===== src/rtl/uart_rx_ecc_fifo_if.sv =====
// Received-word bus between the UART receiver FIFO and its consumer.
interface uart_rx_ecc_fifo_if;
    logic [7:0] rx_data;
    logic       rx_corrected;
    logic       rx_uncorrectable;
    logic       rx_frame_err;
    logic       rx_valid;
    logic       rx_ready;
    logic       rx_overrun;

    modport master (
        output rx_data, rx_corrected, rx_uncorrectable, rx_frame_err, rx_valid, rx_overrun,
        input  rx_ready
    );

    modport slave (
        input  rx_data, rx_corrected, rx_uncorrectable, rx_frame_err, rx_valid, rx_overrun,
        output rx_ready
    );
endinterface


===== src/rtl/uart_rx_ecc_fifo.sv =====
// UART receiver with 3-sample majority voting, optional Hamming(12,8) correction
// and a small output FIFO presenting decoded words on a valid/ready bus.
module uart_rx_ecc_fifo #(
    parameter int CYCLES_PER_BIT = 434,
    parameter int ECC_EN         = 1,
    parameter int FIFO_DEPTH     = 4,
    parameter int INJECT_EN      = 0,
    parameter int INJECT_IDX     = 6
) (
    input  logic                       clk_50M,
    input  logic                       rst,
    input  logic                       rx,
    output logic                       rx_bit_dbg,
    uart_rx_ecc_fifo_if.master         words
);

    localparam int NB    = (ECC_EN != 0) ? 12 : 8;
    localparam int CNT_W = $clog2(CYCLES_PER_BIT);
    localparam int PTR_W = $clog2(FIFO_DEPTH);

    typedef logic [CNT_W-1:0] cnt_t;
    localparam cnt_t CNT_HALF = cnt_t'((CYCLES_PER_BIT - 1) / 2);
    localparam cnt_t CNT_S0   = cnt_t'(CYCLES_PER_BIT - 3);
    localparam cnt_t CNT_S1   = cnt_t'(CYCLES_PER_BIT - 2);
    localparam cnt_t CNT_LAST = cnt_t'(CYCLES_PER_BIT - 1);

    typedef enum logic [2:0] {IDLE, START, DATA, STOP, WAIT_HIGH} state_t;

    typedef struct packed {
        logic [7:0] data;
        logic       corrected;
        logic       uncorrectable;
        logic       frame_err;
    } word_t;

    function automatic logic majority3(input logic a, input logic b, input logic c);
        return (a & b) | (a & c) | (b & c);
    endfunction

    function automatic word_t decode_word(input logic [11:0] cw, input logic frame_err);
        logic [3:0]  syn;
        logic [11:0] fixed;
        word_t       w;
        w           = '0;
        w.frame_err = frame_err;
        syn         = '0;
        fixed       = cw;
        if (ECC_EN != 0) begin
            syn[0] = ^{cw[0], cw[2], cw[4], cw[6], cw[8], cw[10]};
            syn[1] = ^{cw[1], cw[2], cw[5], cw[6], cw[9], cw[10]};
            syn[2] = ^{cw[3], cw[4], cw[5], cw[6], cw[11]};
            syn[3] = ^{cw[7], cw[8], cw[9], cw[10], cw[11]};
            // Syndromes 13..15 point outside the codeword: flag only, never flip.
            if (syn >= 4'd13) begin
                w.uncorrectable = 1'b1;
            end else if (syn != 4'd0) begin
                fixed       = cw ^ (12'd1 << (syn - 4'd1));
                w.corrected = 1'b1;
            end
            w.data = {fixed[2], fixed[4], fixed[5], fixed[6],
                      fixed[8], fixed[9], fixed[10], fixed[11]};
        end else begin
            w.data = cw[7:0];
        end
        return w;
    endfunction

    // ---- stage: rx synchroniser ----
    logic rx_meta;
    logic s_rx;

    always_ff @(posedge clk_50M) begin
        if (rst) begin
            rx_meta <= 1'b1;
            s_rx    <= 1'b1;
        end else begin
            rx_meta <= rx;
            s_rx    <= rx_meta;
        end
    end

    // ---- stage p0: bit timing, voting and frame assembly ----
    state_t      state;
    cnt_t        cnt;
    logic [3:0]  idx;
    logic [1:0]  samp;
    logic [11:0] cw;
    logic [11:0] cw_p0;
    logic        ferr_p0;
    logic        vld_p0;
    logic        bit_vote;
    logic        inject_hit;
    logic        rx_bit_in;

    assign bit_vote   = majority3(samp[0], samp[1], s_rx);
    assign inject_hit = (INJECT_EN != 0) && (idx == 4'(INJECT_IDX));
    assign rx_bit_in  = bit_vote ^ inject_hit;

    always_ff @(posedge clk_50M) begin
        vld_p0 <= 1'b0;
        if (rst) begin
            state      <= IDLE;
            cnt        <= '0;
            idx        <= '0;
            rx_bit_dbg <= 1'b0;
        end else begin
            case (state)
                IDLE: begin
                    cnt <= '0;
                    idx <= '0;
                    if (!s_rx) state <= START;
                end
                START: begin
                    if (cnt == CNT_HALF) begin
                        cnt   <= '0;
                        idx   <= '0;
                        state <= s_rx ? IDLE : DATA;
                    end else begin
                        cnt <= cnt + cnt_t'(1);
                    end
                end
                DATA, STOP: begin
                    if (cnt == CNT_S0) samp[0] <= s_rx;
                    if (cnt == CNT_S1) samp[1] <= s_rx;
                    if (cnt == CNT_LAST) begin
                        cnt <= '0;
                        if (state == DATA) begin
                            cw[idx]    <= rx_bit_in;
                            rx_bit_dbg <= bit_vote;
                            if (idx == 4'(NB - 1)) state <= STOP;
                            else                   idx   <= idx + 4'd1;
                        end else begin
                            vld_p0  <= 1'b1;
                            cw_p0   <= cw;
                            ferr_p0 <= ~bit_vote;
                            // A low stop bit may be a break; wait for idle before rearming.
                            state   <= bit_vote ? IDLE : WAIT_HIGH;
                        end
                    end else begin
                        cnt <= cnt + cnt_t'(1);
                    end
                end
                WAIT_HIGH: begin
                    if (s_rx) state <= IDLE;
                end
                default: state <= IDLE;
            endcase
        end
    end

    // ---- stage p1: decode and FIFO write ----
    word_t              mem [FIFO_DEPTH];
    word_t              dec_word;
    word_t              head;
    logic [PTR_W-1:0]   wr_ptr;
    logic [PTR_W-1:0]   rd_ptr;
    logic [PTR_W:0]     count;
    logic               overrun;
    logic               full;
    logic               valid;
    logic               pop;
    logic               accept;

    assign dec_word = decode_word(cw_p0, ferr_p0);
    assign full     = (count == (PTR_W + 1)'(FIFO_DEPTH));
    assign valid    = (count != '0);
    assign pop      = valid && words.rx_ready;
    // A pop in the same cycle frees the slot, so a full FIFO still takes the word.
    assign accept   = vld_p0 && (!full || pop);

    always_ff @(posedge clk_50M) begin
        if (!rst && accept) mem[wr_ptr] <= dec_word;
    end

    always_ff @(posedge clk_50M) begin
        if (rst) begin
            wr_ptr  <= '0;
            rd_ptr  <= '0;
            count   <= '0;
            overrun <= 1'b0;
        end else begin
            overrun <= vld_p0 && full && !pop;
            if (accept) wr_ptr <= wr_ptr + PTR_W'(1);
            if (pop)    rd_ptr <= rd_ptr + PTR_W'(1);
            case ({accept, pop})
                2'b10:   count <= count + (PTR_W + 1)'(1);
                2'b01:   count <= count - (PTR_W + 1)'(1);
                default: count <= count;
            endcase
        end
    end

    // ---- output: FIFO head, zeroed while empty ----
    assign head                   = mem[rd_ptr];
    assign words.rx_valid         = valid;
    assign words.rx_data          = valid ? head.data : 8'd0;
    assign words.rx_corrected     = valid & head.corrected;
    assign words.rx_uncorrectable = valid & head.uncorrectable;
    assign words.rx_frame_err     = valid & head.frame_err;
    assign words.rx_overrun       = overrun;

endmodule


===== src/flat_wrapper.sv =====
// flat-port wrapper written by rule: the top's interface ports become plain ports
module uart_rx_ecc_fifo_flat 
#(
    parameter int CYCLES_PER_BIT = 434,
    parameter int ECC_EN         = 1,
    parameter int FIFO_DEPTH     = 4,
    parameter int INJECT_EN      = 0,
    parameter int INJECT_IDX     = 6
)
  (clk_50M, rst, rx, rx_bit_dbg, words_rx_data, words_rx_corrected, words_rx_uncorrectable, words_rx_frame_err, words_rx_valid, words_rx_overrun, words_rx_ready);
  uart_rx_ecc_fifo_if words_i ();
  input  logic clk_50M;
  input  logic rst;
  input  logic rx;
  output logic rx_bit_dbg;
  output wire logic [$bits(words_i.rx_data)-1:0] words_rx_data;
  output wire logic [$bits(words_i.rx_corrected)-1:0] words_rx_corrected;
  output wire logic [$bits(words_i.rx_uncorrectable)-1:0] words_rx_uncorrectable;
  output wire logic [$bits(words_i.rx_frame_err)-1:0] words_rx_frame_err;
  output wire logic [$bits(words_i.rx_valid)-1:0] words_rx_valid;
  output wire logic [$bits(words_i.rx_overrun)-1:0] words_rx_overrun;
  input wire logic [$bits(words_i.rx_ready)-1:0] words_rx_ready;
  assign words_rx_data = words_i.rx_data;
  assign words_rx_corrected = words_i.rx_corrected;
  assign words_rx_uncorrectable = words_i.rx_uncorrectable;
  assign words_rx_frame_err = words_i.rx_frame_err;
  assign words_rx_valid = words_i.rx_valid;
  assign words_rx_overrun = words_i.rx_overrun;
  assign words_i.rx_ready = words_rx_ready;
  uart_rx_ecc_fifo #(.CYCLES_PER_BIT(CYCLES_PER_BIT), .ECC_EN(ECC_EN), .FIFO_DEPTH(FIFO_DEPTH), .INJECT_EN(INJECT_EN), .INJECT_IDX(INJECT_IDX)) u_core (.clk_50M(clk_50M), .rst(rst), .rx(rx), .rx_bit_dbg(rx_bit_dbg), .words(words_i));
endmodule

===== config.mk =====
export PLATFORM = sky130hd
export DESIGN_NAME = uart_rx_ecc_fifo_flat
export DESIGN_NICKNAME = d
export VERILOG_FILES = /design/src/rtl/uart_rx_ecc_fifo_if.sv /design/src/rtl/uart_rx_ecc_fifo.sv /design/src/flat_wrapper.sv
export SDC_FILE = /design/constraint.sdc
export NUM_CORES = 1
export LEC_CHECK = 0
export CAP_MARGIN = 25
export CELL_PAD_IN_SITES_DETAIL_PLACEMENT = 0
export CELL_PAD_IN_SITES_GLOBAL_PLACEMENT = 2
export CORE_MARGIN = 8
export CORE_UTILIZATION = 43
export CTS_CLUSTER_DIAMETER = 120
export DETAILED_ROUTE_END_ITERATION = 8
export GPL_ROUTABILITY_DRIVEN = 0
export PLACE_DENSITY_LB_ADDON = 0.05
export SLEW_MARGIN = 20
export SYNTH_ARGS = -nofsm -noshare
export SYNTH_HDL_FRONTEND = slang
export SYNTH_SLANG_ARGS = --single-unit

===== constraint.sdc =====
create_clock -name clk_50M -period 4.9 [get_ports clk_50M]
set_clock_uncertainty 0.1 [all_clocks]
set_input_delay 1.47 -clock clk_50M [delete_from_list [all_inputs] [get_ports clk_50M]]
set_output_delay 1.47 -clock clk_50M [all_outputs]
set_load 0.005 [all_outputs]

* Yosys cells after proc, flatten, opt, wreduce, memory -nomap -nowiden
Memories as Yosys holds them, arrays and structs flattened. A register that Yosys moved wholly into a read port is not among the register bits.
Cells that the tools add are included.
** Storage, ports and cells
- Bits in registers :: 55
- Memory bits (writable) :: 44
- Bits of input ports :: 4
- Output and inout bits :: 14
- Word-level logic and storage cells :: 121
- Memories :: 1
** Memory list
- u_core.mem :: depth 4, bits a word 11, rd ports 1, clocked after memory_dff 1, write ports 1, RTL line uart_rx_ecc_fifo.sv:152 : word_t mem [FIFO_DEPTH];
** Cells by class
- Add/sub/neg operators :: 7
- Magnitude comparators :: 3
- Equal/unequal tests :: 19
- Shift operators :: 1
- Mux-type cells :: 32
- Bitwise gates (word level) :: 14
- Reductions and logical operators :: 28
** Operators by type and width (count)
- $eq 9x9->1 const B :: 3
- $pmux 9 s3 :: 1
- $mux 12 :: 2
- $mux 3 :: 7
- $mux 9 :: 2
- $mux 4 :: 4
- $bwmux 12 :: 1
- $pmux 3 s4 :: 1
- $pmux 4 s3 :: 1
- $reduce_xor 6->1 :: 2
- $shl 1x4->12 const A :: 1
- $xor 12x12->12 :: 1
- $reduce_and 5->1 :: 2
- $reduce_xor 5->1 :: 2
- $add 9x1->9 const B :: 1
- $eq 9x8->1 const B :: 1
- $reduce_and 3->1 :: 3
- $mux 8 :: 1
- $ne 2x1->1 const B :: 4
- $reduce_and 4->1 :: 2
- $mux 1 :: 7
- $and 1x1->1 :: 6
- $eq 3x2->1 const B :: 2
- $eq 3x3->1 const B :: 2
- 28 further kinds :: 45

* Longest topological paths before layout
- Depth after elaboration :: 7
- Gate-level depth with buffers :: 8
- Depth with buffers taken out :: 8

* Worst setup path before layout
OpenSTA, ideal clock, no wires.
- Path type :: in2reg
- Start :: input port rst
- End :: register u_core.cw_p0[0], enable pin
- Library setup time :: 0.422 ns
- Data arrival time :: 3.652 ns
- Data required time :: 4.378 ns
- Path slack :: 0.727 ns
- Stages on the path :: 3
- Path buffers :: 2
- Path through :: clkdlybuf4s50_2 -> clkbuf_8 -> nor4b_1
** Between the ends
- Longest elaborated chain between the ends :: 2
** Ends and longest elaborated chain
- start: declaration :: RTL line flat_wrapper.sv:13 : input logic rst;
- $not 1->1 (no source line)
- $reduce_and 4->1 (no source line)
- end signal: assignment :: RTL line uart_rx_ecc_fifo.sv:134 : cw_p0 <= cw;
- end: declaration :: RTL line uart_rx_ecc_fifo.sv:88 : logic [11:0] cw_p0;
No other way between the ends.
A chain may end at the register's enable or synchronous reset.

==> impl_results.md <==
* Sw Ratio at 22.1%
* Hold endpoint: u_core.cw_p0[9]
* Worst r2r path cells at 8
* Initial antenna violation count at 0
* First-pass GRT wire length at 13000 um
* Number of flops mapped to enable cells by yosys at 71
* Cell area after layout at 5070 um^2
* Synth Instances at 343
* Critical path class: register to primary output
* Comb pwr share at 1.4%
* Core area at 10700 um^2
* Reg clk slew, reported paths at 0.11 ns
* Initial DRT Pass Iterations at 4
* Most common cell after layout, fill and taps aside: edfxtp_1
* Syn Nets at 360
* Reg2reg start: u_core.count[0]
* Via Count at 2536
* Flop pwr share at 64.0%
* Root Driver: clkbuf_8
* Final period util at 80.8%
* Clock buffer depth at 2
* Nets at 379
* Initial Util at 43.3%
* R2R Path End: u_core.count[2]
* Yosys reg bits at 101
* Final setup viols at 0
* Overall die area at 14300 um^2
* Pin count of the biggest net entering global routing at 33
* Post-synthesis to final-layout area growth at 9.93%
* Total Wirelength at 7740 um
* Reg area at 2730 um^2
* Arrival time worst endpoint at 2.39 ns
* Hold Crit Class: register to register
* Layout cell share with drive strength beyond 1 at 12.0%
* Clock sinks at 101
* CTS Hold Buffers Added at 0
* Yosys warnings at 0
* Hold Crit Depth at 0
* Synth Cell Area at 4610 um^2
* Die Y at 120 um
* RSZ-0062 raised after global routing: false
* Main synth FF type: edfxtp_1
* H-tree depth at 3
* CTS tree: done
* Residual DRC count at 0
* Die Wd at 120 um
* HPWL Detailed at 5330 um
* Worst-margin pin slew at 0.750 ns
* Final-report hold violation count at 0
* Critical Path Fanout Max at 11
* Post_cts resized at 0
* Post-CTS Setup Bufs at 0
* Min-delay src: u_core.cw[9]
* Diodes inserted at 0
* Input/output buffers at 17
* Commonest cells after routing, fill and taps aside: 71 x edfxtp_1, 30 x and2_1, 30 x dfxtp_1
* Vias in the first global route at 2572
* Crit path cell chain: mux4_2 -> and2_1 -> clkdlybuf4s50_1
* Post-synthesis sequential area ratio at 59.3%
* Reg2Reg Setup Slack at 2.20 ns
* TritonCTS Buffers at 9
* Fillers at 942
* Final Critical Period at 3.96 ns
* Routed len/inst at 15.3 um
* Average size of a mapped cell at 13.4 um^2
* Netlist cell types at 54
* Final setup TNS at 0 ns
* Run status: completed
* Leak at 1.66 nW
* Fin. max-slew vios at 0
* Final ANT Viol Nets at 0
* CP required at 3.33 ns
* Internal power at 0.00110 W
* Row cnt at 38
* Slowest-stage cell, CP: dfxtp_1
* Pwr dens at 279 nW/um^2
* Max transition margin at 49.9%
* CP Capture Type: primary output
* Multi-input logic area at 1750 um^2
* Vias/cell at 5.00
* Clock share of power at 34.7%
* Max VDD drop at 0.131 mV
* Worst-Skew Late Latency at 0.36 ns
* Max Clk Rate at 0.253 GHz
* Boundary Pins at 18
* CP peak stage delay at 0.82 ns
* Ys async rst share at 0%
* P_sw at 0.000313 W
* Crit start category: register
* Initial drt markers at 149
* GRT Resource Usage Total at 11.4%
* Total gr overflow at 0
* Placed Area at 4890 um^2
* Max-cap violations at 0
-- cell usage after synthesis, drive strengths merged (2+ instances only) --
cell type	instances	area [um^2]
a21oi	15	75.1
a22oi	2	15.0
a31oi	2	12.5
and2	31	195
and3	3	20.0
and3b	2	20.0
clkbuf	9	75.1
dfxtp	30	601
edfxtp	71	2130
ha	12	150
inv	11	41.3
mux4	11	248
nand2	24	90.1
nand3	9	45.0
nand3b	5	37.5
nand4	2	27.5
nor2	26	97.6
nor2b	4	25.0
nor3	2	10.0
nor3b	2	15.0
nor4b	3	32.5
o21ai	11	55.1
or2	3	18.8
or3	3	18.8
or4b	4	43.8
xnor2	16	140
xnor3	4	90.1
xor2	7	61.3
xor3	2	47.6
-- worst max path at each step --
stage	from	end	slack, ns	cells past startpoint
2_1_floorplan	rst	u_core.cw_p0[0]	0.73	3
3_3_place_gp	words_rx_ready	u_core.count[2]	0.77	9
3_5_place_dp	words_rx_ready	u_core.count[2]	0.70	9
4_1_cts	register	words_rx_data[2]	0.86	3
5_1_grt	register	words_rx_data[1]	0.75	3
6_report	register	words_rx_data[2]	0.94	3
-- per-layer routing --
metal | global-route usage (%) | share of wire [%]
met3 | 2.30 | 3.6
met5 | 0 | 0
met1 | 13.5 | 45
met4 | 4.68 | 1.4
met2 | 19.7 | 50
-- through the flow --
stage / cells / setup slack [ns] / total power (W) / hold slack, ns / utilization, %
after detailed placement: 491 / 0.695 / 0.000945 / 0.301 / 45.9
after CTS: 507 / 0.861 / 0.00144 / 0.327 / 47.6
after global routing: 507 / 0.748 / 0.00147 / 0.334 / 47.6
after floorplan: 343 / 0.727 / 0.000940 / 0.289 / -
after global placement: 491 / 0.766 / 0.000945 / 0.301 / 45.9
final: 507 / 0.942 / 0.00142 / 0.326 / 47.6
-- flip-flops by register name, indices dropped and copies added, names as in the netlist, named ones only --
signal / flops
u_core.state: 3
u_core.cnt: 9
u_core.mem: 44
u_core.cw: 12
u_core.vld_p0: 1
u_core.rx_bit_dbg: 1
u_core.words.rx_overrun: 1
u_core.cw_p0: 12
u_core.idx: 4
u_core.rx_meta: 1
u_core.ferr_p0: 1
u_core.count: 3
u_core.samp: 2
u_core.rd_ptr: 2
u_core.s_rx: 1
u_core.wr_ptr: 2
-- logic make-up (layout without fill, tap and decap cells) --
group / after synthesis / count (layout) / share of synthesized area [%]
flops: 101 / 101 / 59.3
buf+inv: 22 / 46 / 2.85
xor+xnor: 29 / 29 / 7.35
fa+ha+maj: 13 / 13 / 3.69
compound gates: 38 / 38 / 5.15
simple gates: 127 / 127 / 15.9
mux: 13 / 13 / 5.83
-- power groups by stage --
stage	clock network, W	logic, W	registers (W)
3_3_place_gp	0	0.0000198	0.000925
2_1_floorplan	0	0.0000167	0.000924
3_5_place_dp	0	0.0000197	0.000925
5_1_grt	0.000545	0.0000218	0.000906
4_1_cts	0.000510	0.0000197	0.000905
6_report	0.000491	0.0000193	0.000905
-- worst max-delay path, delay by kind of cell, from the launching register on --
kind          cells  cell delay, ns
flops             1            0.82
buf+inv           1            0.44
simple gates      1            0.17
mux               1            0.60
-- area by class of cell --
| cell class | instances | area share [%] |
|---|---|---|
| clock buffer | 9 | 2.44 |
| multi-input combinational | 220 | 34.6 |
| sequential | 101 | 53.9 |
| clock inverter | 7 | 1.14 |
| tap | 140 | 3.46 |
| inverter | 11 | 0.814 |
| timing repair buffer | 19 | 3.65 |
(Power assumes the default switching activity.)
